===== config.mk =====
export PLATFORM = sky130hd
export DESIGN_NAME = bios_rom_arbiter_flat
export DESIGN_NICKNAME = d
export VERILOG_FILES = /design/src/rtl/bios_rom_arbiter_pkg.sv /design/src/rtl/bios_rom_arbiter_if.sv /design/src/rtl/bios_rom_arbiter_rr_arbiter.sv /design/src/rtl/bios_rom_arbiter.sv /design/src/flat_wrapper.sv
export SDC_FILE = /design/constraint.sdc
export NUM_CORES = 1
export LEC_CHECK = 0
export BUFFER_PORTS_ARGS = -buffer_cell sky130_fd_sc_hd__buf_2
export CORE_ASPECT_RATIO = 1.2
export CORE_MARGIN = 4
export CORE_UTILIZATION = 37
export DETAILED_ROUTE_END_ITERATION = 12
export GPL_TIMING_DRIVEN = 0
export HOLD_SLACK_MARGIN = 0.06
export PLACE_DENSITY = 0.77
export SLEW_MARGIN = 5
export SYNTH_ARGS = -nofsm -noshare
export SYNTH_HDL_FRONTEND = slang
export SYNTH_SLANG_ARGS = --single-unit

===== constraint.sdc =====
create_clock -name clk_i -period 3.3 [get_ports clk_i]
set_clock_uncertainty 0.1 [all_clocks]
set_input_delay 0.33 -clock clk_i [delete_from_list [all_inputs] [get_ports clk_i]]
set_output_delay 0.33 -clock clk_i [all_outputs]
set_load 0.02 [all_outputs]

===== src/rtl/bios_rom_arbiter_pkg.sv =====
// Shared types and constants for the BIOS ROM and its read2-port arbiter.
//   word_t                 32-bit bus word
//   BIOS_ROM_ADDR_BITS     byte-address width covered by the ROM (4 KiB)
//   BIOS_ROM_READ_LATENCY  ROM read latency in cycles
//   bios_arb_tag_t         in-flight read tag: valid, requester index, error
//   bios_addr_err()        out-of-range or misaligned byte address check
package bios_rom_arbiter_pkg;

  typedef logic [31:0] word_t;

  localparam int BIOS_ROM_ADDR_BITS    = 12;
  localparam int BIOS_ROM_READ_LATENCY = 1;

  // idx is sized for the largest legal requester count (8).
  typedef struct packed {
    logic       valid;
    logic [2:0] idx;
    logic       err;
  } bios_arb_tag_t;

  function automatic logic bios_addr_err(word_t addr, int unsigned addr_bits);
    return ((addr >> addr_bits) != '0) || (addr[1:0] != 2'b00);
  endfunction

endpackage


===== src/rtl/bios_rom_arbiter_if.sv =====
// Requester-side bus of the BIOS ROM arbiter. Signal suffixes are from the
// arbiter's point of view.
//   req_valid_i   per-requester request valid
//   req_ready_o   per-requester grant (handshake = valid & ready)
//   req_addr_i    per-requester byte address
//   resp_valid_o  per-requester one-cycle response strobe
//   resp_data_o   shared response word, qualified by resp_valid_o
//   resp_err_o    shared response error flag, qualified by resp_valid_o
// Modports: master (requesters), slave (arbiter).
interface bios_rom_arbiter_if
  import bios_rom_arbiter_pkg::*;
#(
  parameter int NUM_REQ = 3
) ();

  logic [NUM_REQ-1:0] req_valid_i;
  logic [NUM_REQ-1:0] req_ready_o;
  word_t              req_addr_i [NUM_REQ];
  logic [NUM_REQ-1:0] resp_valid_o;
  word_t              resp_data_o;
  logic               resp_err_o;

  modport master (
    output req_valid_i, req_addr_i,
    input  req_ready_o, resp_valid_o, resp_data_o, resp_err_o
  );

  modport slave (
    input  req_valid_i, req_addr_i,
    output req_ready_o, resp_valid_o, resp_data_o, resp_err_o
  );

endinterface


===== src/rtl/bios_rom_arbiter_rr_arbiter.sv =====
// Generic N-wide round-robin grant generator with a last-grant pointer.
//   clk_i, reset_ni  clock, async active-low reset
//   req_i            request vector
//   advance_i        commit the current grant (moves the pointer)
//   gnt_o            one-hot grant, combinational
//   gnt_idx_o        index of the granted bit (valid when gnt_o != 0)
// After reset the pointer sits at N-1 so bit 0 has highest priority.
module rr_arbiter #(
  parameter int N  = 3,
  parameter int IW = (N > 1) ? $clog2(N) : 1
) (
  input  logic          clk_i,
  input  logic          reset_ni,
  input  logic [N-1:0]  req_i,
  input  logic          advance_i,
  output logic [N-1:0]  gnt_o,
  output logic [IW-1:0] gnt_idx_o
);

  logic [IW-1:0] last_q;
  logic          found;
  int            c;

  always_comb begin
    gnt_o     = '0;
    gnt_idx_o = '0;
    found     = 1'b0;
    c         = 0;
    // Scan starts one past the last grant and wraps.
    for (int k = 1; k <= N; k++) begin
      c = (int'(last_q) + k) % N;
      if (!found && req_i[c]) begin
        found     = 1'b1;
        gnt_o[c]  = 1'b1;
        gnt_idx_o = IW'(c);
      end
    end
  end

  always_ff @(posedge clk_i or negedge reset_ni) begin
    if (!reset_ni) begin
      last_q <= IW'(N - 1);
    end else if (advance_i && found) begin
      last_q <= gnt_idx_o;
    end
  end

endmodule


===== src/rtl/bios_rom_arbiter.sv =====
// Shares the BIOS ROM read2 port between NUM_REQ requesters with a
// valid/ready handshake and round-robin arbitration, tracks reads through the
// fixed ROM latency and steers each returned word to its requester.
//   clk_i, reset_ni  clock, async active-low reset
//   bus              requester bus (bios_rom_arbiter_if.slave)
//   rom_addr_o       address to the ROM read port
//   rom_rdata_i      ROM read data, READ_LATENCY cycles after the address
// Optional: define BIOS_ROM_ARB_PRIORITY_EN to give requester 0 absolute
// priority; the others then share round-robin among themselves.
module bios_rom_arbiter
  import bios_rom_arbiter_pkg::*;
#(
  parameter int NUM_REQ       = 3,
  parameter int READ_LATENCY  = BIOS_ROM_READ_LATENCY,
  parameter int ROM_ADDR_BITS = BIOS_ROM_ADDR_BITS
) (
  input  logic                 clk_i,
  input  logic                 reset_ni,
  bios_rom_arbiter_if.slave    bus,
  output word_t                rom_addr_o,
  input  word_t                rom_rdata_i
);

  localparam int IW = $clog2(NUM_REQ);

  logic [NUM_REQ-1:0] gnt;
  logic [IW-1:0]      gnt_idx;
  logic               hs;
  word_t              gnt_addr;
  logic               gnt_err;
  word_t              hold_q;
  bios_arb_tag_t      pipe_q [READ_LATENCY];
  bios_arb_tag_t      pipe_d [READ_LATENCY];
  bios_arb_tag_t      tail;

`ifdef BIOS_ROM_ARB_PRIORITY_EN
  localparam int RR_N  = NUM_REQ - 1;
  localparam int RR_IW = (RR_N > 1) ? $clog2(RR_N) : 1;

  logic [RR_N-1:0]  rr_gnt;
  logic [RR_IW-1:0] rr_idx;

  // Grants to requester 0 must not move the shared pointer.
  rr_arbiter #(.N(RR_N), .IW(RR_IW)) u_rr (
    .clk_i     (clk_i),
    .reset_ni  (reset_ni),
    .req_i     (bus.req_valid_i[NUM_REQ-1:1]),
    .advance_i (hs & ~bus.req_valid_i[0]),
    .gnt_o     (rr_gnt),
    .gnt_idx_o (rr_idx)
  );

  always_comb begin
    if (bus.req_valid_i[0]) begin
      gnt     = NUM_REQ'(1);
      gnt_idx = '0;
    end else begin
      gnt     = {rr_gnt, 1'b0};
      gnt_idx = IW'(rr_idx) + IW'(1);
    end
  end
`else
  rr_arbiter #(.N(NUM_REQ), .IW(IW)) u_rr (
    .clk_i     (clk_i),
    .reset_ni  (reset_ni),
    .req_i     (bus.req_valid_i),
    .advance_i (hs),
    .gnt_o     (gnt),
    .gnt_idx_o (gnt_idx)
  );
`endif

  // Ready is forced low while reset is asserted, even with valid requests.
  always_comb begin
    bus.req_ready_o = gnt & {NUM_REQ{reset_ni}};
    hs              = |bus.req_ready_o;
    gnt_addr        = bus.req_addr_i[gnt_idx];
    gnt_err         = bios_addr_err(gnt_addr, ROM_ADDR_BITS);
    rom_addr_o      = hs ? gnt_addr : hold_q;
  end

  always_comb begin
    pipe_d[0]       = '0;
    pipe_d[0].valid = hs;
    pipe_d[0].idx   = 3'(gnt_idx);
    pipe_d[0].err   = hs & gnt_err;
    for (int s = 1; s < READ_LATENCY; s++) begin
      pipe_d[s] = pipe_q[s-1];
    end
  end

  always_ff @(posedge clk_i or negedge reset_ni) begin
    if (!reset_ni) begin
      for (int s = 0; s < READ_LATENCY; s++) begin
        pipe_q[s] <= '0;
      end
      hold_q <= '0;
    end else begin
      for (int s = 0; s < READ_LATENCY; s++) begin
        pipe_q[s] <= pipe_d[s];
      end
      if (hs) begin
        hold_q <= gnt_addr;
      end
    end
  end

  // The last stage lines up with the ROM data for that read.
  always_comb begin
    tail             = pipe_q[READ_LATENCY-1];
    bus.resp_valid_o = '0;
    for (int i = 0; i < NUM_REQ; i++) begin
      bus.resp_valid_o[i] = tail.valid && (tail.idx == 3'(i));
    end
    bus.resp_err_o  = tail.valid & tail.err;
    bus.resp_data_o = (tail.valid && !tail.err) ? rom_rdata_i : '0;
  end

endmodule


===== src/flat_wrapper.sv =====
// flat-port wrapper written by rule: the top's interface ports become plain ports
module bios_rom_arbiter_flat import bios_rom_arbiter_pkg::*;
#(
  parameter int NUM_REQ       = 3,
  parameter int READ_LATENCY  = BIOS_ROM_READ_LATENCY,
  parameter int ROM_ADDR_BITS = BIOS_ROM_ADDR_BITS
)
  (clk_i, reset_ni, rom_addr_o, rom_rdata_i, bus_req_valid_i, bus_req_addr_i, bus_req_ready_o, bus_resp_valid_o, bus_resp_data_o, bus_resp_err_o);
  bios_rom_arbiter_if #(.NUM_REQ(NUM_REQ)) bus_i ();
  input  logic clk_i;
  input  logic reset_ni;
  output word_t rom_addr_o;
  input  word_t rom_rdata_i;
  input wire logic [$bits(bus_i.req_valid_i)-1:0] bus_req_valid_i;
  input wire logic [$bits(bus_i.req_addr_i)-1:0] bus_req_addr_i;
  output wire logic [$bits(bus_i.req_ready_o)-1:0] bus_req_ready_o;
  output wire logic [$bits(bus_i.resp_valid_o)-1:0] bus_resp_valid_o;
  output wire logic [$bits(bus_i.resp_data_o)-1:0] bus_resp_data_o;
  output wire logic [$bits(bus_i.resp_err_o)-1:0] bus_resp_err_o;
  assign bus_i.req_valid_i = bus_req_valid_i;
  assign bus_i.req_addr_i = {>>{bus_req_addr_i}};
  assign bus_req_ready_o = bus_i.req_ready_o;
  assign bus_resp_valid_o = bus_i.resp_valid_o;
  assign bus_resp_data_o = bus_i.resp_data_o;
  assign bus_resp_err_o = bus_i.resp_err_o;
  bios_rom_arbiter #(.NUM_REQ(NUM_REQ), .READ_LATENCY(READ_LATENCY), .ROM_ADDR_BITS(ROM_ADDR_BITS)) u_core (.clk_i(clk_i), .reset_ni(reset_ni), .bus(bus_i), .rom_addr_o(rom_addr_o), .rom_rdata_i(rom_rdata_i));
endmodule

==> reports/summary.txt, run 1 <==
Max-slew violations: 0
Startpoint Class: flop
CP Max Fanout: 7
Clock Tree Buf Depth: 2
Detailed Place HPWL: 8800 um
# rows: 34
Critical path depth in cells: 11
Setup TNS: -3.47 ns
Seq/Total Area, Yosys: 0.337
Die height: 104 um
FF-to-FF path depth: 11
Crit-path max cell delay: 0.59 ns
Final nets: 689
Crit path arrival time: 3.01 ns
Yosys cell types: 46
Clock latency on the worst-skew pair: 0.29 ns
Synthesized flop and latch total: 38
R2r setup slk: 0.07 ns
Clock sinks: 38
CP max-delay cell: dfstp_2
Clock buffer count from CTS: 5
Drt total wl: 11900 um
PortBufs: 202
Total power: 0.00772 W
GRT Util Overall: 0.234
Worst Setup EP: rom_addr_o[5]
Gate Count Post-Synth: 309
MaxCap Viol Count: 0
Routed len/inst: 18.5 um
1st-iter DRT viols: 133
Syn-to-layout area delta: 76.2%
Final worst path period share: 1.04
Leak: 2.59 nW
Min Tclk post-route: 3.44 ns
Setup violations, final: 32
PnR worst setup slack: -0.142 ns
RSZ-0062 raised after global routing: true
PwrDens: 1550 nW/um2
CORE AREA: 7360 um2
Via density: 5.33
Worst Max-Slew Pin Slew: 0.949 ns
Vias: 3429
Async SR Flop Fraction: 1.00
Top FF cell, synth: dfrtp_1
DIE WIDTH: 87.8 um
Avg Inst Size Synth: 9.14 um2
Slew HR: 0.367
Clk root buf: clkbuf_8
Initial antenna violation count: 0
Initial Utilization: 0.384
Ys Warns: 0
Post-route ant nets: 0
Buf/Inv on CP: 3
Critical Path Source: u_core.u_rr.last_q[1]$_DFFE_PN1P_
Total gr overflow: 0
Fmax: 0.291 GHz
Clock Pin Slew Worst Setup and Hold Paths: 0.08 ns
IO Count: 204
Worst Setup End Kind: output port
DP Area: 3950 um2
Worst hold path class: input pin to async pin
DRC: 0
Reg-to-Reg End: u_core.pipe_q[0]$_DFF_PN0_
1st-pass router iterations: 5
Die area: 9100 um2
Inserted Diodes: 0
# H-tree levels: 2
TritonCTS clock tree: yes
Failing checks: negative setup slack
Net Count, Synth: 446
Peak VDD IR: 1.01 mV
Layout cells sized above 1: 0.584
Reg-to-Reg Start: u_core.u_rr.last_q[1]$_DFFE_PN1P_
CP required: 2.87 ns
Final Instance Area: 4980 um2
Cell area after synthesis: 2820 um2
Number of global-route vias before repair: 3410
Pin count of the biggest net entering global routing: 43
CP Class: flop to output port
Final Wtd Congestion: 0.879
Cells along the critical path: inv_2 > ha_4 > mux2i_4 > o21bai_4 > and2_4 > and3_4 > o21a_1 > a211o_4 > clkbuf_16 > mux2_4 > buf_6
Delay-heaviest family, CP: compound AO/OA/AOI/OAI gates
Final hold viol count: 0
Core Util, Final: 0.676
Status: complete, but fails checks
Post-synth EDFFs: 0
First-pass GRT wire length: 16700 um
-- worst reg2reg max path: cells and delay by family, from the launching register on --
kind	cells	cell delay, ns
AO/OA/AOI/OAI	5	1.26
AND/OR/NAND/NOR	2	0.44
flip-flops	1	0.59
adder cells (fa/ha/maj)	1	0.24
buffers and inverters	3	0.44
-- cell families (layout without fill, tap and decap cells) --
group | count (synthesis) | in the layout | share of synthesized area
AOI/OAI and AO/OA | 70 | 70 | 0.163
DFF | 38 | 38 | 0.337
buffers and inverters | 27 | 271 | 0.0447
muxes | 62 | 62 | 0.233
adders and majority gates | 4 | 4 | 0.0177
and+or+nand+nor | 108 | 108 | 0.204
-- worst min path at each step --
stage                                        to                         from  slack (ns)  depth (start not counted)
finish              u_core.hold_q[10]$_DFF_PN0_                     reset_ni        0.08                          1
global route         u_core.hold_q[4]$_DFF_PN0_                     reset_ni        0.15                          1
CTS                  u_core.hold_q[4]$_DFF_PN0_                     reset_ni        0.11                          1
detailed placement  u_core.hold_q[24]$_DFF_PN0_  u_core.hold_q[24]$_DFF_PN0_        0.36                          1
global placement    u_core.hold_q[14]$_DFF_PN0_  u_core.hold_q[14]$_DFF_PN0_        0.36                          1
floorplan            u_core.hold_q[0]$_DFF_PN0_                     reset_ni       -0.07                          0
-- Yosys cell counts (all sizes together), types with 2 or more instances --
library cell  instances  area, um2
clkbuf                9       33.8
nor2                 11       46.3
nand3b                2       15.0
o21bai                2       15.0
nor4                  6       37.5
mux2                 30        338
dfrtp                37        926
inv                   8       30.0
nor2b                 6       37.5
and3b                 2       17.5
o21a                  4       31.3
mux2i                32        320
and2                 37        231
nor3b                 2       15.0
a221oi                3       43.8
nand3                 5       25.0
and3                  2       12.5
a21oi                 8       40.0
buf                  10       62.6
a211oi                3       22.5
ha                    4       50.1
o21ai                31        155
nand2                33        124
o211ai                7       52.6
a22oi                 2       15.0
a211o                 2       17.5
-- metrics by stage --
stage,instances,hold WS [ns],worst slack [ns]
detailed placement,601,0.365,-0.677
floorplan,309,-0.0656,0.0676
CTS,624,0.113,-0.218
finish,643,0.0777,-0.142
global placement,601,0.360,-0.585
global route,643,0.153,-0.209
-- repair_timing --
item                       4_1_cts  5_1_grt
setup buffers                   14       17
gates cloned                     1        3
hold buffers                     0        0
setup endpoints to repair       54       33
pin swaps                        7       19
resized for setup              110       81
-- routing by layer --
metal / up-vias / part of all wire / track usage
met1: 1613 / 0.35 / 0.244
met4: 0 / 0.028 / 0.0768
met3: 26 / 0.10 / 0.0492
met5: - / 0 / 0
li1: 1588 / - / -
met2: 202 / 0.52 / 0.445
-- state kept, by name, summed over array words and instances, names as in the netlist --
signal	cells
u_core.pipe_q	4
u_core.u_rr.last_q	2
u_core.hold_q	32
-- cells in the final DEF, fill, tap and decap left out, types with 11 or more instances in the layout --
cell type,count
mux2i_1,26
mux2_4,11
and2_1,35
o21ai_0,16
buf_2,171
mux2_2,19
o21ai_1,12
buf_4,28
buf_6,37
dfrtp_1,37
nand2_1,33
-- report_power, final --
part	internal (W)	switching [W]	leakage (nW)
Combinational	0.00331	0.00317	2.08
Sequential	0.000730	0.0000962	0.453
Clock	0.000227	0.000174	0.0524
-- cell type report --
class / count / area (um2)
clock inverter: 1 / 30.0
buffer: 18 / 191
sequential: 38 / 952
inverter: 8 / 35.0
clock buffer: 7 / 76.3
fill: 575 / 2380
multi-input combinational: 244 / 2010
timing repair buffer: 237 / 1570
tap: 90 / 113
No activity file was read; power rests on OpenSTA's default activity.
==> run 2, diff against run 1 <==
--- a/config.mk
+++ b/config.mk
@@ -5,14 +5,16 @@
 export SDC_FILE = /design/constraint.sdc
 export NUM_CORES = 1
 export LEC_CHECK = 0
+export ABC_AREA = 1
 export BUFFER_PORTS_ARGS = -buffer_cell sky130_fd_sc_hd__buf_2
 export CORE_ASPECT_RATIO = 1.2
 export CORE_MARGIN = 4
-export CORE_UTILIZATION = 37
+export CORE_UTILIZATION = 39
+export CTS_BUF_LIST = sky130_fd_sc_hd__clkbuf_4
 export DETAILED_ROUTE_END_ITERATION = 12
 export GPL_TIMING_DRIVEN = 0
 export HOLD_SLACK_MARGIN = 0.06
-export PLACE_DENSITY = 0.77
+export PLACE_DENSITY = 0.79
 export SLEW_MARGIN = 5
 export SYNTH_ARGS = -nofsm -noshare
 export SYNTH_HDL_FRONTEND = slang
==> run 2 against run 1 <==
  * The flow still finishes with violations (negative setup slack)
  * Worst hold slack improved by 0.092 ns
  * Register-to-register slack improved by 0.44 ns
  * Cell count rose by 26%
  * Via count rose by 20%
  * Count of clock-buffer cells in the layout fell by 2
  * Routed wire length rose by 8.9%
  * Sequential share of layout area fell by 1.1 points
  * Critical path depth rose by 5
  * Core utilization rose by 3.9 points
  * Global-route usage rose by 1.4 points
  * Critical endpoint is now rom_addr_o[1]
==> reports/summary.txt, run 2 <==
PortBufs: 203 (was 202)
Largest register FFs: 32 (unchanged)
Slew HR: 0.745 (was 0.367)
Finished Layout Cells: 807 (was 643)
GRT Util Overall: 0.247 (was 0.234)
Clk root buf: clkbuf_4 (was clkbuf_8)
Final nets: 853 (was 689)
Layout cells sized above 1: 0.490 (was 0.584)
Die area: 9250 um2 (was 9100 um2)
Vias: 4111 (was 3429)
CP Max Fanout: 10 (was 7)
Fmax: 0.303 GHz (was 0.291 GHz)
Top Registers: u_core.hold_q x32, u_core.pipe_q x4, u_core.u_rr.last_q x2 (unchanged)
Gate Count Post-Synth: 475 (was 309)
DRC: 0 (unchanged)
Clock buffer count from CTS: 5 (unchanged)
Min Tclk post-route: 3.30 ns (was 3.44 ns)
Net Count, Synth: 612 (was 446)
Synth area leader: dfrtp_1 (unchanged)
Top-count cell post-synth: nand2_1
Setup violations, final: 1 (was 32)
Area contributors post-synth: dfrtp_1 31%, nand2_1 14%, nor2_1 12% (was dfrtp_1 33%, mux2i_1 11%, mux2_1 10%)
Top FF cell, synth: dfrtp_1 (unchanged)
Initial Utilization: 0.409 (was 0.384)
Status: complete, but fails checks (unchanged)
1st-pass router iterations: 5 (unchanged)
Buf/Inv on CP: 7 (was 3)
Worst hold path class: input pin to flop (was input pin to async pin)
Multi-input logic area: 2130 um2 (was 2010 um2)
Inserted Diodes: 0 (unchanged)
MaxCap Viol Count: 0 (unchanged)
Post-route ant nets: 0 (unchanged)
Cells after DPL: 768 (was 601)
Most frequent cells in the layout: 174 x buf_2, 103 x nand2_1, 91 x nor2_1 (was 171 x buf_2, 37 x buf_6, 37 x dfrtp_1)
Crit-path max cell delay: 0.60 ns (was 0.59 ns)
Setup WS pre-CTS: -0.0760 ns (was -0.677 ns)
Via density: 5.09 (was 5.33)
Register area: 952 um2 (unchanged)
Crit path arrival time: 2.87 ns (was 3.01 ns)
Routed len/inst: 16.0 um (was 18.5 um)
CP Class: flop to output port (unchanged)
Max-slew violations: 0 (unchanged)
Post-synth top cells: 111 x nand2_1, 98 x nor2_1, 80 x inv_1, 37 x dfrtp_1 (was 37 x and2_1, 37 x dfrtp_1, 33 x nand2_1, 32 x mux2i_1, 26 x mux2_1)
Initial antenna violation count: 0 (unchanged)
# H-tree levels: 2 (unchanged)
Drt total wl: 13000 um (was 11900 um)
Biggest register: u_core.hold_q (unchanged)
Post-synth top area share: 0.306 (was 0.328)
CORE AREA: 7400 um2 (was 7360 um2)
Total gr overflow: 0 (unchanged)
Clock Pin Slew Worst Setup and Hold Paths: 0.14 ns (was 0.08 ns)
Post-synth EDFFs: 0 (unchanged)
# rows: 34 (unchanged)
CP max-delay cell: dfstp_2 (unchanged)
Startpoint Class: flop (unchanged)
Pin count of the biggest net entering global routing: 38 (was 43)
Async SR Flop Fraction: 1.00 (unchanged)
Worst Max-Slew Pin Slew: 0.382 ns (was 0.949 ns)
Seq/Total Area, Yosys: 0.314 (was 0.337)
DIE WIDTH: 88.5 um (was 87.8 um)
PnR worst setup slack: -0.00368 ns (was -0.142 ns)
TritonCTS clock tree: yes (unchanged)
Avg Inst Size Synth: 6.38 um2 (was 9.14 um2)
Cell area after synthesis: 3030 um2 (was 2820 um2)
Final hold viol count: 0 (unchanged)
Worst Setup End Kind: output port (unchanged)
Final worst path period share: 1.00 (was 1.04)
Synthesized flop and latch total: 38 (unchanged)
Die height: 105 um (was 104 um)
Final Wtd Congestion: 0.952 (was 0.879)
Clock Tree Buf Depth: 2 (unchanged)
CP required: 2.87 ns (about the same)
IO Count: 204 (unchanged)
Number of global-route vias before repair: 3961 (was 3410)
R2r setup slk: 0.51 ns (was 0.07 ns)
Clock sinks: 38 (unchanged)
Yosys cell types: 27 (was 46)
Detailed Place HPWL: 8740 um (was 8800 um)
First-pass GRT wire length: 18100 um (was 16700 um)
Fillers: 572 (was 575)
Delay-heaviest family, CP: buffers and inverters (was compound AO/OA/AOI/OAI gates)
Clock latency on the worst-skew pair: 0.35 ns (was 0.29 ns)
Ys Warns: 0 (unchanged)
Cells along the critical path: inv_2 > ha_4 > inv_6 > nand2_1 > nand3_2 > nand2_2 > nand3_4 > inv_2 > a21oi_2 > inv_1 > nand2_2 > nand3_4 > buf_12 > buf_6 > a31oi_4 > buf_4 (was inv_2 > ha_4 > mux2i_4 > o21bai_4 > and2_4 > and3_4 > o21a_1 > a211o_4 > clkbuf_16 > mux2_4 > buf_6)
Failing checks: negative setup slack (unchanged)
1st-iter DRT viols: 168 (was 133)
Syn-to-layout area delta: 74.8% (was 76.2%)
Commonest non-fill, non-tap cell in the layout: buf_2 (unchanged)
[run 2: changes by cell type after synthesis, moves of 12 or more]
cell     previous run  this run
mux2i_1            32         1
nand2_1            33       111
mux2_1             26         0
inv_1               7        80
nand3_1             5        31
o21ai_1            12         0
and2_1             37         0
a31oi_1             1        31
nor2_1              9        98
[run 2: final cells by class]
class / count / area share
Tap cell: 90 / 0.0213
Buffer: 23 / 0.0442
Timing Repair Buffer: 235 / 0.271
Multi-Input combinational cell: 329 / 0.403
Clock inverter: 3 / 0.0121
Inverter: 84 / 0.0615
Sequential cell: 38 / 0.180
Clock buffer: 5 / 0.00709
[run 2: final timing paths]
| check | depth (start not counted) | end | start |
|---|---|---|---|
| worst max-delay path | 16 | rom_addr_o[1] | u_core.u_rr.last_q[1]$_DFFE_PN1P_ |
| worst min-delay path | 3 | u_core.hold_q[15]$_DFF_PN0_ | bus_req_addr_i[15] |
| worst max register to register | 18 | u_core.pipe_q[0]$_DFF_PN0_ | u_core.u_rr.last_q[1]$_DFFE_PN1P_ |
| worst min register to register | 2 | u_core.hold_q[26]$_DFF_PN0_ | u_core.hold_q[26]$_DFF_PN0_ |
| max in group asynchronous | 3 | u_core.hold_q[11]$_DFF_PN0_ | reset_ni |
| min in group asynchronous | 2 | u_core.u_rr.last_q[1]$_DFFE_PN1P_ | reset_ni |
[run 2: repair_timing]
action,CTS,global route
resized for setup,104,65
setup endpoints to repair,32,32
cloned,2,1
hold buffers,2,0
setup buffers,11,16
endpoints found under the hold margin,37,0
pin swaps,11,19
[run 2: kinds of logic after synthesis]
logic type | share of synthesized area
adder cells (fa/ha/maj) | 0.0165
buffers and inverters | 0.161
AND/OR/NAND/NOR | 0.405
flip-flops | 0.314
AO/OA/AOI/OAI | 0.0995
multiplexers | 0.00330
[run 2: worst register-to-register path: stages (launching register included)]
cell	delay [ns]
dfstp_2	0.60
inv_2	0.07
ha_4	0.20
nand2_1	0.12
nand3_2	0.11
nand2_2	0.15
nand3_4	0.10
buf_4	0.15
nor2_2	0.16
nor2_4	0.08
buf_4	0.15
nand2_1	0.05
nand2_1	0.04
mux2i_1	0.19
nand2_1	0.11
nor2_1	0.11
nand3_1	0.09
nand2_1	0.07
inv_1	0.04
[run 2: stage by stage]
stage | hold WS (ns) | utilization | area [um2] | TNS [ns]
after floorplan | -0.0656 | - | 3030 | 0
after global placement | 0.373 | 0.562 | 4160 | -0.0405
after detailed placement | 0.377 | 0.562 | 4160 | -0.121
after CTS | 0.143 | 0.661 | 4900 | 0
after global routing | 0.182 | 0.715 | 5290 | -2.10
final | 0.169 | 0.715 | 5290 | -0.00368
[run 2: metal layers]
layer | global-route usage | share of wire | vias to the layer above
met2 | 0.466 | 0.52 | 242
met5 | 0 | 0 | -
li1 | - | - | 1958
met3 | 0.0606 | 0.096 | 47
met1 | 0.248 | 0.34 | 1864
met4 | 0.106 | 0.044 | 0
Power of run 2 is not shown: default switching activity piles up to over one toggle a cycle in this logic, so the estimate is an artifact.
